<file path="src/rtl/can_tx_arbiter_pkg.sv">
// Shared types for the CAN TX arbiter: FSM encoding, word and source-id widths.
// The pointer-wrap helper is shared by the top and any future requester logic.
package can_tx_arbiter_pkg;

    localparam int WORD_W = 32;
    localparam int SRC_W  = 3;

    typedef enum logic {
        IDLE = 1'b0,
        SEND = 1'b1
    } state_t;

    typedef logic [WORD_W-1:0] word_t;
    typedef logic [SRC_W-1:0]  src_t;

    // Next round-robin pointer after requester v, wrapping at n.
    function automatic src_t wrap_inc(input src_t v, input int n);
        int nxt;
        nxt = int'(v) + 1;
        if (nxt >= n) begin
            return '0;
        end
        return src_t'(nxt);
    endfunction

endpackage

</file>
<file path="src/rtl/can_rr_pick.sv">
// Round-robin pick: lowest requester at or above ptr wins, else lowest overall.
// Pure combinational, zero latency; no flow control of its own.
module can_rr_pick
    import can_tx_arbiter_pkg::*;
#(
    parameter int N = 4
) (
    input  logic [N-1:0] req,
    input  src_t         ptr,
    output logic [N-1:0] gnt,
    output src_t         idx,
    output logic         any
);

    logic found;

    always_comb begin
        gnt   = '0;
        idx   = '0;
        found = 1'b0;
        for (int i = 0; i < N; i++) begin
            if (!found && req[i] && (src_t'(i) >= ptr)) begin
                found  = 1'b1;
                gnt[i] = 1'b1;
                idx    = src_t'(i);
            end
        end
        // Nothing at or above the pointer: wrap around to the bottom.
        for (int i = 0; i < N; i++) begin
            if (!found && req[i]) begin
                found  = 1'b1;
                gnt[i] = 1'b1;
                idx    = src_t'(i);
            end
        end
        any = found;
    end

endmodule

</file>
<file path="src/rtl/can_tx_arbiter.sv">
// Merges N_REQ requester word streams and a periodic heartbeat onto the CAN TX stream.
// Latency 1 cycle req_valid->tx_valid; word held until tx_ready, requesters stalled meanwhile.
module can_tx_arbiter
    import can_tx_arbiter_pkg::*;
#(
    parameter int          N_REQ     = 4,
    parameter logic [31:0] HB_PERIOD = 32'd1000000,
    parameter logic [31:0] HB_DATA   = 32'h0000_0000
) (
    input  logic                    clk,
    input  logic                    rst,
    input  logic                    hb_en,
    input  logic [N_REQ-1:0]        req_valid,
    output logic [N_REQ-1:0]        req_ready,
    input  logic [WORD_W*N_REQ-1:0] req_data,
    output logic                    tx_valid,
    input  logic                    tx_ready,
    output logic [WORD_W-1:0]       tx_data,
    output logic [SRC_W-1:0]        cur_src,
    output logic                    hb_miss,
    output logic [15:0]             tx_count
);

    localparam src_t        HB_SRC    = src_t'(N_REQ);
    localparam logic [31:0] HB_RELOAD = HB_PERIOD - 32'd1;

    state_t        state_q;
    state_t        state_d;
    word_t         tx_data_q;
    src_t          cur_src_q;
    src_t          rr_ptr_q;
    logic [15:0]   tx_count_q;
    logic [31:0]   hb_cnt_q;
    logic          hb_pending_q;
    logic          hb_miss_q;

    logic [N_REQ-1:0] pick_gnt;
    src_t             pick_idx;
    logic             pick_any;
    word_t            pick_data;

    logic capture_hb;
    logic capture_req;
    logic handshake;
    logic hb_in_send;
    logic hb_done;
    logic hb_expire;

    can_rr_pick #(
        .N (N_REQ)
    ) u_pick (
        .req (req_valid),
        .ptr (rr_ptr_q),
        .gnt (pick_gnt),
        .idx (pick_idx),
        .any (pick_any)
    );

    always_comb begin
        pick_data = '0;
        for (int i = 0; i < N_REQ; i++) begin
            if (pick_gnt[i]) begin
                pick_data = pick_data | req_data[i*WORD_W +: WORD_W];
            end
        end
    end

    assign handshake  = (state_q == SEND) && tx_ready;
    assign hb_in_send = (state_q == SEND) && (cur_src_q == HB_SRC);
    assign hb_done    = handshake && (cur_src_q == HB_SRC);
    assign hb_expire  = hb_en && (hb_cnt_q == '0);

    always_ff @(posedge clk) begin
        if (rst) begin
            state_q <= IDLE;
        end else begin
            state_q <= state_d;
        end
    end

    always_comb begin
        state_d     = state_q;
        capture_hb  = 1'b0;
        capture_req = 1'b0;
        req_ready   = '0;
        case (state_q)
            IDLE: begin
                if (hb_pending_q) begin
                    capture_hb = 1'b1;
                    state_d    = SEND;
                end else if (pick_any) begin
                    capture_req = 1'b1;
                    state_d     = SEND;
                end
            end
            SEND: begin
                if (tx_ready) begin
                    state_d = IDLE;
                end
            end
            default: state_d = IDLE;
        endcase
        // Gated by rst so no requester sees an accept while the word would be dropped.
        if (capture_req && !rst) begin
            req_ready = pick_gnt;
        end
    end

    always_ff @(posedge clk) begin
        if (rst) begin
            tx_data_q  <= '0;
            cur_src_q  <= '0;
            rr_ptr_q   <= '0;
            tx_count_q <= '0;
        end else begin
            if (capture_hb) begin
                tx_data_q <= HB_DATA;
                cur_src_q <= HB_SRC;
            end else if (capture_req) begin
                tx_data_q <= pick_data;
                cur_src_q <= pick_idx;
            end
            if (handshake) begin
                tx_count_q <= tx_count_q + 16'd1;
                if (cur_src_q != HB_SRC) begin
                    rr_ptr_q <= wrap_inc(cur_src_q, N_REQ);
                end
            end
        end
    end

    // Pending is held through the heartbeat's own SEND and only drops at its handshake,
    // so an expiry landing on that handshake re-arms it without counting as a miss.
    always_ff @(posedge clk) begin
        if (rst) begin
            hb_cnt_q     <= HB_RELOAD;
            hb_pending_q <= 1'b0;
            hb_miss_q    <= 1'b0;
        end else if (hb_en) begin
            if (hb_expire) begin
                hb_cnt_q     <= HB_RELOAD;
                hb_pending_q <= 1'b1;
                if (hb_pending_q && !hb_done) begin
                    hb_miss_q <= 1'b1;
                end
            end else begin
                hb_cnt_q <= hb_cnt_q - 32'd1;
                if (hb_done) begin
                    hb_pending_q <= 1'b0;
                end
            end
        end else begin
            hb_cnt_q <= HB_RELOAD;
            if (hb_done || !hb_in_send) begin
                hb_pending_q <= 1'b0;
            end
        end
    end

    assign tx_valid = (state_q == SEND);
    assign tx_data  = tx_data_q;
    assign cur_src  = cur_src_q;
    assign hb_miss  = hb_miss_q;
    assign tx_count = tx_count_q;

endmodule
</file>
<file path="config.mk">
export PLATFORM = sky130hd
export DESIGN_NAME = can_tx_arbiter
export DESIGN_NICKNAME = d
export VERILOG_FILES = /design/src/rtl/can_tx_arbiter_pkg.sv /design/src/rtl/can_rr_pick.sv /design/src/rtl/can_tx_arbiter.sv
export SDC_FILE = /design/constraint.sdc
export NUM_CORES = 1
export LEC_CHECK = 0
export BUFFER_PORTS_ARGS = -buffer_cell sky130_fd_sc_hd__buf_2
export CAP_MARGIN = 40
export CORE_MARGIN = 1.5
export CORE_UTILIZATION = 38
export DETAILED_ROUTE_END_ITERATION = 16
export HOLD_SLACK_MARGIN = 0.02
export PLACE_DENSITY = 0.66
export SYNTH_ARGS = -nofsm -noshare
export SYNTH_HDL_FRONTEND = slang
export SYNTH_SLANG_ARGS = --single-unit
export TNS_END_PERCENT = 5
</file>
<file path="constraint.sdc">
create_clock -name clk -period 2.3 [get_ports clk]
set_input_delay 0.46 -clock clk [delete_from_list [all_inputs] [get_ports clk]]
set_output_delay 0.46 -clock clk [all_outputs]
set_load 0.02 [all_outputs]
</file>
Word-level counts from Yosys, hierarchy flattened
Cells that the tools add are included.
Operators by class
  $add $sub $neg: 3
  order comparisons: 5
  equality and inequality tests: 3
  muxes and demuxes: 47
  bitwise logic cells: 5
  reduce and logical (&&, ||, !) cells: 36
Operators with widths (number)
  32-bit two-way mux: 4
  32-bit OR: 3
  32-bit zero test: 1
  32-bit by 1-bit subtractor with 32-bit output (second input constant): 1
  1-bit two-way mux: 31
  1-bit logical AND: 17
  16-bit by 1-bit adder with 16-bit output (second input constant): 1
  2-bit two-way mux: 6
  3-bit two-way mux: 4
  1-bit zero test: 10
  1-bit by 3-bit greater-or-equal comparator with 1-bit output (first input constant): 2
  2-bit by 3-bit greater-or-equal comparator with 1-bit output (first input constant): 2
  3-bit by 1-bit adder with 4-bit output (second input constant): 1
  4-bit by 3-bit greater-or-equal comparator with 1-bit output (second input constant): 1
  4-bit two-way mux: 1
  2-bit AND reduction: 2
  2-bit nonzero test: 2
  3-bit == test (second input constant): 1
  3-bit by 1-bit inequality test with 1-bit output (second input constant): 1
  3-bit inequality test (second input constant): 1
  3-bit AND reduction: 1
  3-bit OR reduction: 1
  1-bit NOT: 2
  1-bit case mux with 2 select lines: 1
  other kinds (2): 2
Word-level totals
  bits in registers: 89
  input bits: 136
  output and inout bits: 57
  logic and storage cells: 108

Longest topological paths before layout
  depth after elaboration: 32
  gate-level depth with buffers: 7
  mapped depth without buffers: 7

Cells and area by module
Synthesis repeated with hierarchy kept, for this count alone.
Second synthesis, totals
  cells, all modules: 506
  area total of the unflattened synthesis: 4312.9 um2
By module, submodules not included
  can_tx_arbiter: instances 1, cells each 478, area each 4149.0 um2
  can_rr_pick: instances 1, cells each 28, area each 163.9 um2

Least setup slack after synthesis
OpenSTA, ideal clock, no wires.
  kind: input port to output port
  from: in req_valid[1]
  to: out req_ready[0]
  data arrival time: 1.909 ns
  required time: 1.840 ns
  slack: -0.069 ns
  stages: 6
  path buffers: 3
  cells stage by stage: or4_1 -> clkbuf_1 -> clkbuf_1 -> nand2_1 -> buf_2 -> nor3b_1
On the way
  cells in the longest elaborated chain, start to end: 28
Ends and longest elaborated chain
  start, declared: RTL line can_tx_arbiter.sv:13  | input logic [N_REQ-1:0] req_valid,
  1-bit logical AND (2 in a row): RTL line can_rr_pick.sv:22  | if (!found && req[i] && (src_t'(i) >= ptr)) begin
  1-bit two-way mux: RTL line can_rr_pick.sv:22
  1-bit zero test: RTL line can_rr_pick.sv:22
  1-bit logical AND (2 in a row): RTL line can_rr_pick.sv:22
  1-bit two-way mux: RTL line can_rr_pick.sv:22
  1-bit zero test: RTL line can_rr_pick.sv:22
  1-bit logical AND (2 in a row): RTL line can_rr_pick.sv:22
  1-bit two-way mux: RTL line can_rr_pick.sv:22
  (+9 left out)
  1-bit zero test: RTL line can_rr_pick.sv:30  | if (!found && req[i]) begin
  1-bit logical AND: RTL line can_rr_pick.sv:30
  1-bit two-way mux: RTL line can_rr_pick.sv:30
  1-bit two-way mux: RTL line can_tx_arbiter.sv:91  | end else if (pick_any) begin
  1-bit two-way mux: RTL line can_tx_arbiter.sv:88  | if (hb_pending_q) begin
  1-bit two-way mux: RTL line can_tx_arbiter.sv:86  | case (state_q)
  1-bit logical AND: RTL line can_tx_arbiter.sv:104  | if (capture_req && !rst) begin
  4-bit two-way mux *: RTL line can_tx_arbiter.sv:104
  end, declared: RTL line can_tx_arbiter.sv:14  | output logic [N_REQ-1:0] req_ready,
Every way passes the cells marked *; elsewhere a longest branch is shown, timed or not.

Worst setup path in the final report
  from: reg rr_ptr_q[1]
  to: out req_ready[0]
On the way
  cells in the longest elaborated chain, start to end: 32
Ends and longest elaborated chain
  start, declared: RTL line can_tx_arbiter.sv:31  | src_t rr_ptr_q;
  start signal, assigned: RTL line can_tx_arbiter.sv:126  | rr_ptr_q <= wrap_inc(cur_src_q, N_REQ);
  1-bit by 3-bit greater-or-equal comparator with 1-bit output: RTL line can_rr_pick.sv:22
  1-bit logical AND: RTL line can_rr_pick.sv:22
  1-bit two-way mux: RTL line can_rr_pick.sv:22
  1-bit zero test: RTL line can_rr_pick.sv:22
  1-bit logical AND (2 in a row): RTL line can_rr_pick.sv:22
  1-bit two-way mux: RTL line can_rr_pick.sv:22
  1-bit zero test: RTL line can_rr_pick.sv:22
  1-bit logical AND (2 in a row): RTL line can_rr_pick.sv:22
  (+14 left out)
  1-bit zero test: RTL line can_rr_pick.sv:30
  1-bit logical AND: RTL line can_rr_pick.sv:30
  1-bit two-way mux: RTL line can_rr_pick.sv:30
  1-bit two-way mux: RTL line can_tx_arbiter.sv:91
  1-bit two-way mux: RTL line can_tx_arbiter.sv:88
  1-bit two-way mux: RTL line can_tx_arbiter.sv:86
  1-bit logical AND: RTL line can_tx_arbiter.sv:104
  4-bit two-way mux *: RTL line can_tx_arbiter.sv:104
Marked as above.

==> results.py <==
metrics = {
    "timing": {
        "hold_ws_ns": 0.329,
        "fmax_mhz": 461,
        "fin_crit_ns": 2.17,
        "period_share_pct": 94.3,
        "setup_viol": 0,
        "slew-limit-headroom_pct": 65.2,
        "fin_worst_skew_ns": 0.00831,
        "slew_viol_final": 0,
        "timing.setup.tns_ns": 0,
        "final_hold_viol_count": 0,
        "tightest_slew_ns": 0.517,
        "rsz0062_at_grt": "false",
    },
    "finish": {
        "multi_input_area_mm2": 0.00294,
        "area_growth_pct": 32.8,
        "layout-drive-gt1-share_pct": 30.7,
        "fill_cells": 1261,
        "instances_no_fill": 1020,
        "nets": 983,
        "final_area_mm2": 0.00659,
        "antenna_cells": 0,
        "final_cell_mix": "buf_2, nor2_1, dfxtp_1",
        "mostFrequentLayoutCell": "buf_2",
        "seq_area_mm2": 0.00178,
    },
    "synth": {
        "mappedNetlistArea_mm2": 0.00496,
        "synth.distinct_cells": 52,
        "ys_warn_count": 0,
        "ys_seq_area_share_pct": 35.9,
        "netlist_instances": 641,
        "synth-edff-count": 0,
        "syn-num-nets": 781,
        "synth_top_flop_cell": "dfxtp_1",
        "synth.ff_latch_count": 89,
        "syn_area_per_cell_um2": 7.73,
        "ys_async_sr_fraction_pct": 0,
    },
    "die": {
        "initial_core_util_pct": 39.1,
        "dieArea_mm2": 0.0137,
        "core_area_mm2": 0.0127,
        "die_y_um": 117,
        "fp.dieW_um": 117,
        "row_count": 41,
        "num_io_pins": 193,
    },
    "clock_network": {
        "cts_root_buffer": "clkbuf_16",
        "clock_latency_ns": 0.35,
        "cts.clk_slew.worst_paths_ns": 0.07,
        "cts-buffers-inserted": 9,
        "clock_sinks": 89,
        "cts_hold_buf": 0,
        "cts_tree": "built",
        "htreeDepth": 3,
        "cts_buffer_depth": 2,
    },
    "critical_path": {
        "path_delay_family": "compound AO/OA/AOI/OAI gates",
        "cp.buffers_inverters": 1,
        "worstSetupPathType": "flip-flop to primary output",
        "start_kind": "flip-flop",
        "worstPathCellList": "o21ba_2 > nor3_1 > o31a_1 > nor3b_2 > buf_2",
        "endpoint_kind": "primary output",
        "cp_slowest_cell": "dfxtp_2",
        "crit_fanout": 6,
        "max_stage_delay_ns": 0.38,
        "crit_required_ns": 1.84,
        "ff2ff_setup_slack_ns": 0.23,
        "cp_data_arrival_time_ns": 1.71,
    },
    "detailed_routing": {
        "wl_um": 14800,
        "via_per_inst": 5.30,
        "post_drt_wl_per_cell_um": 14.5,
        "vias": 5410,
        "drtPass1Iterations": 5,
        "drt_iter0_drc": 255,
        "antenna_left": 0,
        "drc": 0,
    },
    "placed_design": {
        "dp_cells": 1003,
        "dp_hpwl_um": 11000,
        "placed_area_mm2": 0.00626,
        "gp_congestion": 0.807,
        "numPortBuffers": 192,
    },
    "global_route": {
        "grt_max_degree": 40,
        "grt_pass1_wl_um": 23700,
        "grt_use_total_pct": 22.0,
        "overflow": 0,
        "first_global_vias": 4987,
        "antenna_found_initial": 0,
    },
    "power_and_ir_drop": {
        "irDropWorstVdd_mv": 0.383,
        "p_per_area_mw_per_mm2": 612,
        "leakage_nw": 2.80,
    },
    "flow_run": {
        "cap_violations": 0,
    },
    "min_path": {
        "worst_hold_path_type": "primary input to flip-flop",
    },
    "outcome": {
        "outcome": "finished clean",
    },
}
[cells in the mapped netlist, drive strengths merged, types with 2 or more instances]
master | count | share of area (%)
nor4 | 4 | 0.63
o21a | 9 | 1.4
or3 | 8 | 1.0
ha | 4 | 1.0
nor3 | 21 | 2.3
or2 | 3 | 0.38
o211ai | 3 | 0.45
and3 | 4 | 0.50
a221oi | 32 | 5.7
o221ai | 33 | 5.8
inv | 33 | 2.5
mux2i | 3 | 0.61
o41ai | 2 | 0.35
and4 | 4 | 0.71
nor4b | 2 | 0.66
nand2b | 4 | 0.50
xor2 | 11 | 1.9
buf | 7 | 0.78
o21ai | 19 | 1.9
nor3b | 30 | 4.5
nand3b | 2 | 0.30
clkbuf | 28 | 2.1
xnor2 | 18 | 3.2
nand4 | 8 | 1.0
nor2 | 100 | 7.6
nand3 | 44 | 4.5
nor2b | 5 | 0.63
dfxtp | 89 | 36
o31a | 2 | 0.35
or4 | 4 | 0.61
a21oi | 24 | 2.4
a31oi | 2 | 0.25
o31ai | 2 | 0.58
nand2 | 67 | 5.1
[worst reg2reg max path: cells and delay by family, from the launching register on]
family / cells / cell delay [ns]
flip-flops: 1 / 0.33
AND/OR/NAND/NOR: 4 / 1.53
AO/OA/AOI/OAI: 1 / 0.15
[cell families (layout without fill, tap and decap cells)]
kind of cell / count (synthesis) / count (layout) / synth area share (%)
DFF: 89 / 89 / 35.9
AOI/OAI and AO/OA: 136 / 136 / 20.5
muxes: 3 / 3 / 0.606
xor gates and xnor gates: 29 / 29 / 5.12
and+or+nand+nor: 312 / 312 / 31.4
adders and majority gates: 4 / 4 / 1.01
buffers and inverters: 68 / 275 / 5.40
[timing repair]
item                       CTS  global route
setup endpoints to repair    0             3
setup buffers                0             1
gates resized for setup      0             4
[sequential cells by signal, indices dropped and copies added (netlist names)]
| signal | count |
|---|---|
| cur_src | 3 |
| tx_valid | 1 |
| tx_data | 32 |
| tx_count | 16 |
| hb_miss | 1 |
| rr_ptr_q | 3 |
| hb_pending_q | 1 |
| hb_cnt_q | 32 |
[routing by layer]
layer  GRT usage (%)  share of wire [%]  vias to the layer above
met1            26.2                 43                     2482
met2            38.2                 49                      171
met5               0                  0                        -
li1                -                  -                     2736
met3            6.18                6.2                       21
met4            7.55                2.1                        0
[where the power goes]
group	switching [W]	total [W]	internal (W)
Clock	0.000685	0.00155	0.000866
Sequential	0.0000676	0.00169	0.00162
Combinational	0.000462	0.000791	0.000329
[cell type report]
cell class                 count  share of cell area (%)
timing repair buffer         226                    18.5
sequential                    89                    27.1
tap                          172                    3.27
clock inverter                 7                    1.29
inverter                      33                    1.88
clock buffer                   9                    3.42
multi-input combinational    484                    44.6
[per-stage QoR]
stage	power [W]	setup WS, ns	util, %
2_1_floorplan	0.00218	-0.0691	-
3_3_place_gp	0.00251	0.112	49.4
3_5_place_dp	0.00251	0.0953	49.4
4_1_cts	0.00408	0.00767	51.8
5_1_grt	0.00425	0.0132	52.0
6_report	0.00403	0.131	52.0
[worst paths after layout]
kind | startpoint | end | depth (start not counted)
hold / removal | req_data[93] | tx_data[29] | 3
setup reg to reg | hb_cnt_q[5] | hb_cnt_q[29] | 5
setup / recovery | rr_ptr_q[1] | req_ready[0] | 5
hold reg to reg | hb_cnt_q[0] | hb_cnt_q[0] | 1
Power figures use the tool's default switching activity.
